<file path="config.mk">
export PLATFORM = sky130hd
export DESIGN_NAME = fifo_wr_arbiter
export DESIGN_NICKNAME = d
export VERILOG_FILES = /design/src/rtl/fifo_wr_arbiter.sv
export SDC_FILE = /design/constraint.sdc
export NUM_CORES = 1
export LEC_CHECK = 0
export CAP_MARGIN = 20
export CORE_MARGIN = 4
export CORE_UTILIZATION = 41
export DETAILED_ROUTE_END_ITERATION = 6
export PLACE_DENSITY_LB_ADDON = 0.12
export SYNTH_ARGS = -nofsm -noshare
export SYNTH_HDL_FRONTEND = slang
export SYNTH_SLANG_ARGS = --single-unit
</file>
<file path="constraint.sdc">
create_clock -name clk -period 3.2 [get_ports clk]
set_input_delay 0.64 -clock clk [delete_from_list [all_inputs] [get_ports clk]]
set_output_delay 0.64 -clock clk [all_outputs]
set_load 0.1 [all_outputs]
</file>
<file path="src/rtl/fifo_wr_arbiter.sv">
// Round-robin arbiter sharing one FIFO write port among N requesters.
// Gates writes on FIFO full and keeps write / stall statistics.
module fifo_wr_arbiter #(
    parameter int N  = 4,
    parameter int DW = 32
) (
    input  logic                                clk,
    input  logic                                rst_n,
    input  logic [N-1:0]                        req_valid,
    input  logic [N*DW-1:0]                     req_data,
    output logic [N-1:0]                        req_ready,
    input  logic [2:0]                          fifo_status,
    output logic [DW-1:0]                       write_data,
    output logic                                wr_en,
    output logic [((N > 1) ? $clog2(N) : 1)-1:0] grant_id,
    output logic                                stall,
    output logic [31:0]                         wr_count,
    output logic [15:0]                         stall_count
);

    localparam int ID_W = (N > 1) ? $clog2(N) : 1;
    localparam logic [2:0] STATUS_FULL = 3'd5;

    typedef enum logic [1:0] {
        IDLE,
        WRITE,
        WAIT_FULL
    } state_t;

    state_t          state;
    logic [ID_W-1:0] rr_ptr;

    logic            fifo_full;
    logic            any_req;
    logic            found;
    logic [ID_W-1:0] grant;
    logic [ID_W-1:0] next_ptr;
    logic [N-1:0]    grant_onehot;

    assign fifo_full = (fifo_status == STATUS_FULL);
    assign any_req   = |req_valid;

    // Scan requesters starting at rr_ptr, wrapping modulo N.
    // NOTE: every always_comb output gets a default first so no latch is inferred.
    always_comb begin
        found        = 1'b0;
        grant        = '0;
        next_ptr     = '0;
        grant_onehot = '0;
        for (int k = 0; k < N; k++) begin
            int idx;
            idx = int'(rr_ptr) + k;
            if (idx >= N) idx = idx - N;
            if (!found && req_valid[idx]) begin
                found = 1'b1;
                grant = ID_W'(idx);
            end
        end
        if (int'(grant) + 1 < N) next_ptr = ID_W'(int'(grant) + 1);
        grant_onehot[grant] = 1'b1;
    end

    // NOTE: sequential state uses non-blocking assignments only; the reset
    // branch clears every register, so no output powers up undefined.
    always_ff @(posedge clk) begin
        if (!rst_n) begin
            state       <= IDLE;
            rr_ptr      <= '0;
            req_ready   <= '0;
            write_data  <= '0;
            wr_en       <= 1'b0;
            grant_id    <= '0;
            stall       <= 1'b0;
            wr_count    <= '0;
            stall_count <= '0;
        end else begin
            req_ready <= '0;
            wr_en     <= 1'b0;
            case (state)
                IDLE: begin
                    if (any_req && fifo_full) begin
                        state <= WAIT_FULL;
                        stall <= 1'b1;
                    end else if (any_req && found) begin
                        write_data <= req_data[grant*DW +: DW];
                        req_ready  <= grant_onehot;
                        wr_en      <= 1'b1;
                        grant_id   <= grant;
                        rr_ptr     <= next_ptr;
                        wr_count   <= wr_count + 32'd1;
                        state      <= WRITE;
                    end
                end
                // FIFO count settles during WRITE; IDLE then sees fresh status.
                WRITE: state <= IDLE;
                WAIT_FULL: begin
                    if (stall_count != 16'hFFFF) stall_count <= stall_count + 16'd1;
                    if (!fifo_full || !any_req) begin
                        state <= IDLE;
                        stall <= 1'b0;
                    end
                end
                default: state <= IDLE;
            endcase
        end
    end

endmodule
</file>
==> metrics.cfg <==
[status]
status = finished clean

[clock_network]
path_clk_slew_ps = 70
hold_buffers = 0
cts.sinks = 92
numCtsBuffers = 9
ctsResizeCount = 0
cts-root-buf = clkbuf_16
htreeDepth = 3
clk_latency_ps = 340
cts.path.max_buffers = 2
cts_tree = built
cts_setup_buffers = 0

[cells_and_area]
nFillCells = 949
layout.nets = 902
antenna_cells = 0
fin_cells = 904
multi_input_area_sq_um = 2659
final_layout_size_suffix_gt1_share_pct = 17.41
syn_to_final_growth_pct = 53.07
seq_area_sq_um = 1842

[timing]
finalHoldViolations = 0
tightest_slew_ps = 858.2
holdWs_ps = 462.4
finalSetupViolCount = 0
rsz0062_at_grt = false
max_freq_ghz = 0.3321
slew_viol_final = 0
skew_ps = 8.740
slew_headroom_pct = 42.79
min_period_ps = 3011
period_share_pct = 94.09

[floorplan]
chipWidth_um = 115.2
fp-row-count = 38
die_area_sq_um = 13280
die_h_um = 115.2
io_pins = 225
coreArea_sq_um = 11030
start_util_pct = 42.73

[pwr]
powerDensity_nw_per_um2 = 511.2
peakVddDrop_v = 0.0002816
power_leakage_nw = 2.943
power_w = 0.003688

[hold_path]
min_path_type = reg -> reg

[yosys]
synthCells = 543
synth_top_family_by_area = simple AND/OR/NAND/NOR gates
synthSimpleGateAreaFrac_pct = 23.41
synth_sequential_area_ratio_pct = 39.08
synth_edf_count = 0
yosys.area_share.adder_pct = 1.593
synth-compound-area-share_pct = 15.48
synthesis.nets = 686
synth-seq-cells = 92
avgSynthCellArea_sq_um = 8.680
ys_types = 49
synth_mux_area_share_pct = 11.47
async_reset_ff_share_pct = 0
synth_warnings = 0
synth_xor_area_share_pct = 4.274
ys.flop_type = dfxtp_1
netlist_area_sq_um = 4713

[route]
ant_nets = 0
via_per_inst = 5.563
routedWlPerCell_um = 16.87
vias = 5029
wirelength_um = 15250
first_pass_iters = 4
drtIter0Drc = 314
route.detailed.drc = 0

[worst_setup_path]
arrival_ps = 3210
crit_type = in -> reg
crit_fanout = 8
critPathLaunchType = input port
endpoint_kind = flip-flop
crit_required_ps = 3400

[global_routing]
grt.total_usage_pct = 22.72
grt-ovfl-total = 0
grt_pass1_vias = 5085
antenna_found_initial = 0
grt_pass1_wl_um = 24380
grt_max_degree = 88

[flow_run]
drv_cap = 0

[placement]
dp_hpwl_um = 11400
dp_cells = 888
portBuffers = 224
place.gp.congestion = 0.8160

## final cells by class
class,count,share of cell area (%)
sequential,92,25.53
tap,140,2.428
clock inverter,4,0.6590
clock buffer,12,3.555
inverter,14,0.7284
timing repair buffer,246,30.25
multi-input combinational,396,36.85
## routing by layer
metal | wire [um] | GRT usage (%)
met5 | 0 | 0
met4 | 449 | 9.546
met1 | 6158 | 26.96
met2 | 7541 | 38.39
met3 | 1101 | 6.526
## power by group
group / switching (W) / total (W) / internal (W)
logic: 0.000901 / 0.00131 / 0.000413
clock network: 0.000442 / 0.00109 / 0.000646
registers: 0.0000534 / 0.00129 / 0.00123
## state kept, by name, indices dropped and copies added, names as in the netlist
| signal | flops |
|---|---|
| wr_count | 32 |
| wr_en | 1 |
| stall_count | 16 |
| grant_id | 2 |
| stall | 1 |
| req_ready | 4 |
| write_data | 32 |
| state | 2 |
| rr_ptr | 2 |
## cells in the final DEF (no fill, tap or decap), types with 16 or more instances in the layout
master	netlist	final
clkdlybuf4s50_1	0	135
buf_4	0	110
dfxtp_1	92	92
mux2i_1	54	54
nand3_1	46	46
nand2_1	44	44
nor2_1	38	38
and3_1	23	23
o211ai_1	23	23
o221ai_1	16	16
xnor2_1	16	16
a31oi_1	16	16
## Yosys cell counts, types with 11 or more instances
cell type / number / share of area [%]
clkbuf_1: 33 / 2.6
nand3_1: 46 / 4.9
nor4_1: 14 / 1.9
inv_1: 13 / 1.0
nand2_1: 44 / 3.5
a21oi_1: 11 / 1.2
xnor2_1: 16 / 3.0
and3_1: 23 / 3.1
nand2b_1: 11 / 1.5
nand4_1: 13 / 1.7
o221ai_1: 16 / 3.0
o211ai_1: 23 / 3.7
dfxtp_1: 92 / 39
nor2_1: 38 / 3.0
mux2i_1: 54 / 11
a31oi_1: 16 / 2.1
## final timing paths
kind	end	from	cells past startpoint	slack, ps
worst max register to register	wr_count[30]	state[0]	4	730
worst min register to register	grant_id[1]	grant_id[1]	2	460
worst max-delay path	wr_count[30]	fifo_status[1]	6	190
worst min-delay path	grant_id[1]	grant_id[1]	2	460
## worst max-delay path, stage by stage
cell             delay (ps)
clkdlybuf4s50_1         460
and3b_1                 210
or4_2                   670
or4_1                   670
o311ai_0                410
o41ai_1                 150
## logic make-up (layout without fill, tap and decap cells)
group,count (synthesis),count (layout)
simple gates,215,215
compound gates,98,98
flops,92,92
buf+inv,55,276
mux,54,54
xor+xnor,23,23
fa+ha+maj,6,6
## stage by stage
stage	worst slack (ps)	area, sq um	util, %	setup TNS [ps]
floorplan	386.4	4713	-	0
global placement	-106.0	6910	62.65	-669.4
detailed placement	-144.1	6910	62.65	-1517
CTS	188.3	7214	65.40	0
global route	82.66	7214	65.40	0
finish	189.0	7214	65.40	0
Note: power is estimated with default switching activity, not from simulation.
